[src/rtl/mul_sched.sv]
// Round-robin scheduler for two requesters sharing a repeated-addition multiplier datapath.
// Optional MUL_SCHED_ZERO_BYPASS_EN: zero operands finish in a single DONE cycle, with no datapath strobes.
module mul_sched (
  input  logic        clk,
  input  logic        rst,
  input  logic        req0,
  input  logic        req1,
  input  logic [7:0]  a0,
  input  logic [7:0]  b0,
  input  logic [7:0]  a1,
  input  logic [7:0]  b1,
  output logic        gnt0,
  output logic        gnt1,
  output logic        done0,
  output logic        done1,
  output logic [15:0] prod_out,
  output logic [7:0]  dp_data,
  output logic        ld_a,
  output logic        ld_b,
  output logic        clr_p,
  output logic        ld_p,
  output logic        dec_b,
  input  logic        eqz,
  input  logic [15:0] dp_prod
);

`ifdef MUL_SCHED_ZERO_BYPASS_EN
  localparam bit ZeroBypass = 1'b1;
`else
  localparam bit ZeroBypass = 1'b0;
`endif

  typedef enum logic [2:0] {IDLE, LOAD_A, LOAD_B, CHECK, ADD, DONE} state_t;

  state_t     state_q;
  logic       win_q;
  logic       last_q;
  logic       win_d;
  logic [7:0] a_win_d;
  logic [7:0] b_win_d;

  // With both requesting, the requester not served last wins; last_q resets to 1 so requester 0 goes first.
  always_comb begin
    win_d = req1;
    if (req0 && req1) begin
      win_d = ~last_q;
    end
    a_win_d = win_d ? a1 : a0;
    b_win_d = win_d ? b1 : b0;
  end

  // Every output is registered and set on the edge that enters the state it belongs to.
  always_ff @(posedge clk or posedge rst) begin
    if (rst) begin
      state_q  <= IDLE;
      win_q    <= 1'b0;
      last_q   <= 1'b1;
      gnt0     <= 1'b0;
      gnt1     <= 1'b0;
      done0    <= 1'b0;
      done1    <= 1'b0;
      prod_out <= '0;
      dp_data  <= '0;
      ld_a     <= 1'b0;
      ld_b     <= 1'b0;
      clr_p    <= 1'b0;
      ld_p     <= 1'b0;
      dec_b    <= 1'b0;
    end else begin
      dp_data <= '0;
      ld_a    <= 1'b0;
      ld_b    <= 1'b0;
      clr_p   <= 1'b0;
      ld_p    <= 1'b0;
      dec_b   <= 1'b0;
      done0   <= 1'b0;
      done1   <= 1'b0;
      case (state_q)
        IDLE: begin
          if (req0 || req1) begin
            win_q <= win_d;
            gnt0  <= ~win_d;
            gnt1  <= win_d;
            if (ZeroBypass && (a_win_d == '0 || b_win_d == '0)) begin
              state_q  <= DONE;
              prod_out <= '0;
              done0    <= ~win_d;
              done1    <= win_d;
            end else begin
              state_q <= LOAD_A;
              dp_data <= a_win_d;
              ld_a    <= 1'b1;
              clr_p   <= 1'b1;
            end
          end
        end
        LOAD_A: begin
          state_q <= LOAD_B;
          dp_data <= win_q ? b1 : b0;
          ld_b    <= 1'b1;
        end
        LOAD_B: begin
          state_q <= CHECK;
        end
        CHECK: begin
          if (eqz) begin
            state_q  <= DONE;
            prod_out <= dp_prod;
            done0    <= ~win_q;
            done1    <= win_q;
          end else begin
            state_q <= ADD;
            ld_p    <= 1'b1;
            dec_b   <= 1'b1;
          end
        end
        ADD: begin
          state_q <= CHECK;
        end
        DONE: begin
          state_q <= IDLE;
          gnt0    <= 1'b0;
          gnt1    <= 1'b0;
          last_q  <= win_q;
        end
        default: begin
          state_q <= IDLE;
          gnt0    <= 1'b0;
          gnt1    <= 1'b0;
        end
      endcase
    end
  end

endmodule

[config.mk]
export PLATFORM = sky130hd
export DESIGN_NAME = mul_sched
export DESIGN_NICKNAME = d
export VERILOG_FILES = /design/src/rtl/mul_sched.sv
export SDC_FILE = /design/constraint.sdc
export NUM_CORES = 1
export LEC_CHECK = 0
export CAP_MARGIN = 20
export CORE_UTILIZATION = 40
export CTS_BUF_LIST = sky130_fd_sc_hd__clkbuf_8
export DETAILED_ROUTE_END_ITERATION = 6
export PLACE_DENSITY = 0.82
export SYNTH_ARGS = -nofsm -noshare
export SYNTH_HDL_FRONTEND = slang
export SYNTH_SLANG_ARGS = --single-unit
[constraint.sdc]
create_clock -name clk -period 3.8 [get_ports clk]
set_input_delay 0.57 -clock clk [delete_from_list [all_inputs] [get_ports clk]]
set_output_delay 0.57 -clock clk [all_outputs]
set_load 0.01 [all_outputs]
Yosys cells after proc, flatten, opt, wreduce, memory -nomap -nowiden
Index checks and enable logic that the tools add are counted.
{"block": "word_totals", "regBits": 36, "elab_cells": 51, "input_bits": 53, "out_inout_bits": 33}
{"block": "op_classes", "bitwise": 4, "eq_ne": 6, "n_mux": 21, "reduce_logical": 8}
{"cell": "8-bit two-way mux", "count": 3}
{"cell": "8-bit one-hot mux with 2 select lines", "count": 1}
{"cell": "1-bit two-way mux", "count": 13}
{"cell": "3-bit one-hot mux with 4 select lines", "count": 1}
{"cell": "3-bit by 2-bit equality test with 1-bit output, second input constant", "count": 2}
{"cell": "3-bit equality test, second input constant", "count": 2}
{"cell": "2-bit AND reduction", "count": 3}
{"cell": "1-bit NOT", "count": 4}
{"cell": "1-bit one-hot mux with 2 select lines", "count": 2}
{"cell": "4-bit OR reduction", "count": 1}
{"cell": "3-bit by 1-bit equality test with 1-bit output, second input constant", "count": 1}
{"cell": "3-bit zero test", "count": 1}
{"cell": "3-bit two-way mux", "count": 1}
{"cell": "2-bit inequality test, second input constant", "count": 1}
{"cell": "2-bit OR reduction", "count": 1}
{"cell": "1-bit logical AND", "count": 1}
{"cell": "1-bit logical OR", "count": 1}

Depth between registers and ports, before layout
Gate-level depths: netlist of run 1.
{"block": "logic_depth", "ltp_word": 5, "ltp_mapped": 5, "depth_no_buf": 4}

Worst setup path after synthesis of run 1
Ideal clock, no wire load.
{"block": "synth_timing", "path_type": "in2reg", "start": "input req1", "end": "register gnt0", "slack_ps": 2374, "required_ps": 3720, "arrival_time_ps": 1346, "path_buffers": 1, "setup_ps": 80, "stages": 4, "path_cell_list": "a21boi_0 buf_2 or4_1 o211ai_2"}
{"block": "synth_between", "elab_chain_len": 5, "word_cells_on_any_way": 8, "classes_between": "eq/ne (1); mux (3); bitwise (1); reduce/logical (3)"}
{"element": "start: declaration", "line": "7", "text": "input logic req1,"}
{"element": "1-bit logical AND", "line": "45", "text": "if (req0 && req1) begin"}
{"element": "1-bit two-way mux", "line": "45"}
{"element": "1-bit NOT", "line": "82", "text": "gnt0 <= ~win_d;"}
{"element": "1-bit two-way mux", "line": "80", "text": "if (req0 || req1) begin"}
{"element": "1-bit one-hot mux with 2 select lines", "line": "78", "text": "case (state_q)"}
{"element": "end signal: assignment", "line": "82"}
{"element": "end: declaration", "line": "12", "text": "output logic gnt0,"}
Several ways; a longest one is shown, not always the timed one. The select of a mux whose other input is x is not followed.
A chain may end at the register's enable or synchronous reset.

Worst setup path after layout of run 1
{"block": "layout_timing", "start": "input req1", "end": "register dp_data[6]"}
{"block": "layout_between", "elab_chain_len": 5, "word_cells_on_any_way": 6, "classes_between": "mux (4); reduce/logical (2)"}
{"element": "1-bit logical AND", "line": "45"}
{"element": "1-bit two-way mux", "line": "45"}
{"element": "8-bit two-way mux", "line": "48", "text": "a_win_d = win_d ? a1 : a0;"}
{"element": "8-bit two-way mux (*)", "line": "80"}
{"element": "8-bit one-hot mux with 2 select lines (*)", "line": "78"}
{"element": "end signal: assignment", "line": "91", "text": "dp_data <= a_win_d;"}
{"element": "end signal: assignment", "line": "99", "text": "dp_data <= win_q ? b1 : b0;"}
{"element": "end: declaration", "line": "17", "text": "output logic [7:0] dp_data,"}
Mark *: on every way between the ends. The rest lies on a longest branch, timed or not.

==> flow_summary.yaml, run 1 <==
die:
  dieArea_um2: 4230
  rows: 22
  die_h_um: 65.1
  initial_core_util_pct: 42.5
  coreArea_um2: 3740
  io_pins: 86
  fp.dieW_um: 65.1
grt:
  grt_max_degree: 26
  grt_pass1_vias: 1330
  grt.overflow.total: 0
  grt_pass1_wl_um: 6040
  grt.total_usage_pct: 19.6
  antenna_found_initial: 0
cts:
  post-cts-setup-buffer-count: 0
  path_clk_slew_ns: 0.06
  cts_tree: "built"
  clockBufferDepth: 2
  clock_latency_ns: 0.28
  clock-sinks: 36
  cts-resized-gates: 0
  h-tree-depth: 2
  cts-root-buf: "clkbuf_8"
  cts_made_buffers: 5
  holdBufCountCts: 0
power_and_ir_drop:
  p_total_mw: 1.82
  netSwitchingPower_uw: 585
  power_frac_seq_pct: 38.9
  p_int_mw: 1.23
  swShare_pct: 32.2
  power_frac_clock_pct: 13.3
  combPwrFrac_pct: 47.7
  vdd_drop_max_uv: 328
  power_leakage_nw: 1.13
  power_density_nw_per_um2: 716
detailed_routing:
  wl_per_cell_um: 14.6
  antenna_left: 0
  first_pass_iters: 4
  viasPerCell: 5.00
  drtIter0Drc: 17
  vias: 1260
  wirelength_um: 3690
  drc_errors: 0
run_status:
  status: "complete, no violations"
synthesis:
  synthDistinctLibCells: 32
  yosysSeqAreaShare_pct: 56.7
  syn_avg_cell_area_um2: 13.4
  synth_most_common_cell: "dfrtp_1"
  ys_async_sr_fraction_pct: 100
  synth_seq_cells: 36
  yosysTopAreaCellShare_pct: 55.0
  ys.warnings.count: 0
  ys.flop_type: "dfrtp_1"
  synthCells: 119
  synth_area_um2: 1590
  synth-edff-count: 0
  ys_top_cells_by_count: "dfrtp_1, mux2i_1, mux2_2, mux2_4, o22ai_1"
  synth_area_leaders: "dfrtp_1, mux2i_1, mux2_4"
  synth_area_leader_cell: "dfrtp_1"
  syn-num-nets: 172
worst_setup_path:
  crit_required_ns: 3.94
  critPathLaunchType: "input pin"
  reg2reg_to: "prod_out[4]$_DFFE_PP0P_"
  reg2reg_from: "state_q[2]$_DFFE_PP0P_"
  crit_fanout: 8
  ff2ff_path_depth: 3
  r2r_slack_ns: 2.25
  arrival_ns: 1.97
  endpoint_kind: "flop"
  critical_path_class: "input pin to flop"
finish:
  multi_input_area_um2: 616
  drive_gt1_share_pct: 14.7
  layout.cells.non_filler: 252
  finalInstanceArea_um2: 2540
  n_antenna_cell: 0
  final_core_util_pct: 67.7
  num-fill-cells: 268
  area_growth_pct: 59.4
  fin_nets: 257
  seqCellArea_um2: 902
sta:
  fmax_mhz: 548
  final-setup-viol-count: 0
  setup_ws_ns: 1.98
  worst_pin_slew_ns: 0.893
  slew_headroom_pct: 40.4
  hold_ws_ns: 0.505
  period_minus_slack_ns: 1.82
  fin_worst_skew_ns: 0.00330
  rsz0062_at_grt: "false"
  final-hold-violation-count: 0
  period_share_pct: 48.0
  maxSlewViolCount: 0
  final.setup.tns_ns: 0
worst_hold_path:
  holdPathStages: 2
  hp-class: "flop to flop"
  min_to: "last_q$_DFFE_PP1N_"
  hold_path.startpoint: "last_q$_DFFE_PP1N_"
placement:
  portBuffers: 85
  place_area_um2: 2450
  dp.cells: 244
  gp_congestion: 0.759
  dp_hpwl_um: 2790
  place_ws_ns: 1.25
job:
  maxCapViolCount: 0
==> worst max-delay path: stages <==
cell             delay (ns)
clkdlybuf4s50_1        0.55
a21boi_1               0.27
buf_4                  0.24
mux2i_1                0.23
o22ai_1                0.11
==> final cells by class <==
type                            count  share of cell area, %
Sequential cell                    36                   35.6
Multi-Input combinational cell     70                   24.3
Tap cell                           48                   2.37
Inverter                            4                  0.592
Timing Repair Buffer               87                   34.1
Clock buffer                        5                   2.71
Clock inverter                      2                  0.345
==> worst max-delay path by stage <==
| stage | from | to | slack (ns) |
|---|---|---|---|
| 6_report | req1 | dp_data[6]$_DFF_PP0_ | 1.98 |
| 5_1_grt | req1 | dp_data[6]$_DFF_PP0_ | 1.90 |
| 4_1_cts | req1 | dp_data[6]$_DFF_PP0_ | 1.54 |
| 3_5_place_dp | req1 | dp_data[6]$_DFF_PP0_ | 1.25 |
| 3_3_place_gp | req1 | dp_data[7]$_DFF_PP0_ | 1.37 |
| 2_1_floorplan | req1 | gnt0$_DFFE_PP0P_ | 2.37 |
==> power groups by stage <==
stage	clock network, mW	logic, mW	registers [mW]
3_3_place_gp	0	0.852	0.696
2_1_floorplan	0	0.438	0.721
6_report	0.242	0.866	0.707
3_5_place_dp	0	0.868	0.714
5_1_grt	0.264	0.932	0.734
4_1_cts	0.249	0.874	0.708
==> logic make-up after synthesis <==
kind of cell              count (synthesis)  synth area share, %
DFF                                      36                 56.7
muxes                                    32                 23.3
and+or+nand+nor                          20                 7.47
AOI/OAI and AO/OA                        17                 7.39
buffers and inverters                    13                 4.64
xor gates and xnor gates                  1                0.550
==> state kept, by name, indices dropped and copies added, names as in the netlist <==
name / flops
last_q: 1
win_q: 1
done1: 1
prod_out: 16
clr_p: 1
dec_b: 1
gnt1: 1
done0: 1
state_q: 3
ld_b: 1
gnt0: 1
dp_data: 8
==> metal layers <==
metal,GRT usage [%],share of wire [%],up-vias
met5,0,0,-
met4,8.70,1.5,0
met3,7.39,9.8,5
met2,32.7,49,75
met1,22.1,40,590
li1,-,-,590
==> placed cells by master, fill, tap and decap left out <==
cell type        netlist  routed
dfstp_2                1       1
o211ai_2               1       1
a21boi_1               0       1
xor2_1                 1       1
nor4_1                 1       1
a21oi_1                1       1
nand3_1                1       1
nand3b_1               1       1
buf_4                  4       2
clkinv_2               0       1
clkbuf_8               0       5
clkdlybuf4s50_1        0      85
a221oi_1               1       1
nand2_1                3       3
o21ai_0                2       2
nor2_1                 5       5
o21ai_2                1       1
nor3_1                 1       1
inv_1                  4       5
o22ai_1                8       8
dfrtp_1               35      35
mux2i_1               16      16
or2_0                  1       1
mux2_4                 8       8
nand2b_1               2       2
o211ai_1               2       2
or4_1                  1       1
mux2_2                 8       8
nor2b_1                1       1
nand2_4                1       1
or3b_2                 1       1
and3b_4                1       1
(Power assumes the default switching activity.)
==> run 2: changes to the inputs <==
Settings changed: CORE_UTILIZATION 40 to 36, PLACE_DENSITY 0.82 to 0.78.
Clock period 3.8 ns to 1.6 ns, I/O delays scaled along.
==> run 2 against run 1 <==
Net effect: sequential share of layout area fell by 1.1 points; cell count rose by 3.2%; power increased by 150%; sequential power increased by 130%; worst setup slack got worse by 1.8 ns; largest power group unchanged; via count decreased by 0.71%; non-clock buffer count rose by 6; hold slack got worse by 0.19 ns; highest routed layer unchanged; count of clock-buffer cells in the layout grew 2; flip-flop and latch count stayed put; routed wire length grew 9.1%; clock skew barely moved.
==> flow_summary.yaml, run 2 (same netlist as run 1, synthesis figures left out) <==
finish:
  area_growth_pct: 64.3
  fin_nets: 263
  reg.largest.list: "prod_out x16, dp_data x8, state_q x3"
  drive_gt1_share_pct: 17.6
  n_antenna_cell: 0
  num-fill-cells: 326
  final_common_cell: "clkdlybuf4s50_1"
  largest_reg_flops: 16
  regMostFlops: "prod_out"
  final_cell_mix: "clkdlybuf4s50_1, dfrtp_1, mux2i_1"
  final_core_util_pct: 63.5
grt:
  grt_max_degree: 37
  grt.total_usage_pct: 18.2
  antenna_found_initial: 0
  grt_pass1_vias: 1291
  grt_pass1_wl_um: 6000
  grt.overflow.total: 0
sta:
  fmax_mhz: 681
  fin_worst_skew_ns: 0.00300
  final-setup-viol-count: 0
  worst_pin_slew_ns: 0.517
  final-hold-violation-count: 0
  slew_headroom_pct: 65.5
  setup_ws_ns: 0.131
  rsz0062_at_grt: "false"
  period_share_pct: 91.8
  maxSlewViolCount: 0
  period_minus_slack_ns: 1.47
die:
  dieArea_um2: 4690
  coreArea_um2: 4120
  rows: 23
  io_pins: 86
  die_h_um: 68.5
  initial_core_util_pct: 38.7
  fp.dieW_um: 68.5
placement:
  dp_hpwl_um: 3140
  place_ws_ns: -0.102
  portBuffers: 85
  gp_congestion: 0.832
power_and_ir_drop:
  swShare_pct: 31.5
  power_frac_clock_pct: 15.1
  power_frac_seq_pct: 36.8
  power_density_nw_per_um2: 1710
  power_leakage_nw: 1.17
  vdd_drop_max_uv: 770
  p_int_mw: 3.07
  netSwitchingPower_mw: 1.41
  combPwrFrac_pct: 48.0
worst_hold_path:
  hp-class: "input pin to asynchronous set/reset pin"
detailed_routing:
  first_pass_iters: 4
  antenna_left: 0
  wirelength_um: 4030
  wl_per_cell_um: 15.5
  drc_errors: 0
  drtIter0Drc: 56
  vias: 1251
  viasPerCell: 4.81
worst_setup_path:
  critPathLaunchType: "flop"
  crit_required_ns: 1.79
  slowest_delay_ns: 0.38
  crit_path_frequent_cell: "buf_4"
  arrival_ns: 1.66
  crit_fanout: 12
  critical_path_class: "flop to flop"
  endpoint_kind: "flop"
  crit_slowest_cell: "dfrtp_1"
  path_cells: "buf_4, nor3_1, o21ai_2, buf_4, o22ai_1"
cts:
  holdBufCountCts: 0
  clock-sinks: 36
  clock_latency_ns: 0.28
  cts-root-buf: "clkbuf_8"
  cts-resized-gates: 0
  cts_made_buffers: 5
  path_clk_slew_ns: 0.07
  h-tree-depth: 2
  post-cts-setup-buffer-count: 0
  clockBufferDepth: 2
  cts_tree: "built"
job:
  maxCapViolCount: 0
run_status:
  status: "complete, no violations"
-- run 2: cell types whose count changed in the layout (fill, tap and decap cells not counted) --
cell | previous run | this run
clkbuf_8 | 5 | 7
clkinv_2 | 1 | 0
buf_12 | 0 | 1
buf_4 | 2 | 7
inv_1 | 5 | 4
-- run 2: worst paths after layout --
kind / cells past startpoint / slack (ns) / startpoint / endpoint
setup reg to reg: 5 / 0.13 / state_q[2]$_DFFE_PP0P_ / dp_data[1]$_DFF_PP0_
max in group asynchronous: 3 / 1.03 / rst / last_q$_DFFE_PP1N_
hold / removal: 3 / 0.32 / rst / prod_out[12]$_DFFE_PP0P_
hold reg to reg: 2 / 0.50 / last_q$_DFFE_PP1N_ / last_q$_DFFE_PP1N_
min in group clk: 2 / 0.50 / last_q$_DFFE_PP1N_ / last_q$_DFFE_PP1N_
setup / recovery: 5 / 0.13 / state_q[2]$_DFFE_PP0P_ / dp_data[1]$_DFF_PP0_
-- run 2: per-layer routing --
metal / track usage (%) / part of all wire (%)
met5: 0 / 0
met2: 34.2 / 53
met3: 3.95 / 5.9
met4: 7.81 / 1.3
met1: 19.4 / 39
-- run 2: final cells by class --
type	instances	area [um2]	area share [%]
sequential	36	902	34.5
multi-input combinational	70	616	23.5
clock buffer	7	96.3	3.68
inverter	4	15.0	0.574
timing repair buffer	93	923	35.3
tap	50	62.6	2.39
-- run 2: critical path, delay by kind of cell, from the launching register on --
kind / cells / cell delay (ns)
buf+inv: 2 / 0.35
compound gates: 2 / 0.32
simple gates: 1 / 0.34
flops: 1 / 0.38
-- run 2: power groups by stage --
| stage | Sequential (mW) | Combinational (mW) | Clock (mW) |
|---|---|---|---|
| 2_1_floorplan | 1.71 | 1.04 | 0 |
| 3_3_place_gp | 1.63 | 2.11 | 0 |
| 3_5_place_dp | 1.66 | 2.17 | 0 |
| 4_1_cts | 1.65 | 2.18 | 0.696 |
| 5_1_grt | 1.71 | 2.31 | 0.735 |
| 6_report | 1.65 | 2.15 | 0.677 |
-- run 2: per-stage QoR --
| stage | cell area, um2 | cells | TNS, ns | hold slack, ns | power [mW] |
|---|---|---|---|---|---|
| floorplan | 1590 | 119 | 0 | 0.306 | 2.75 |
| global route | 2620 | 260 | 0 | 0.338 | 4.76 |
| CTS | 2620 | 260 | 0 | 0.324 | 4.53 |
| global placement | 2520 | 253 | 0 | 0.475 | 3.74 |
| finish | 2620 | 260 | 0 | 0.318 | 4.48 |
| detailed placement | 2520 | 253 | -0.594 | 0.486 | 3.83 |
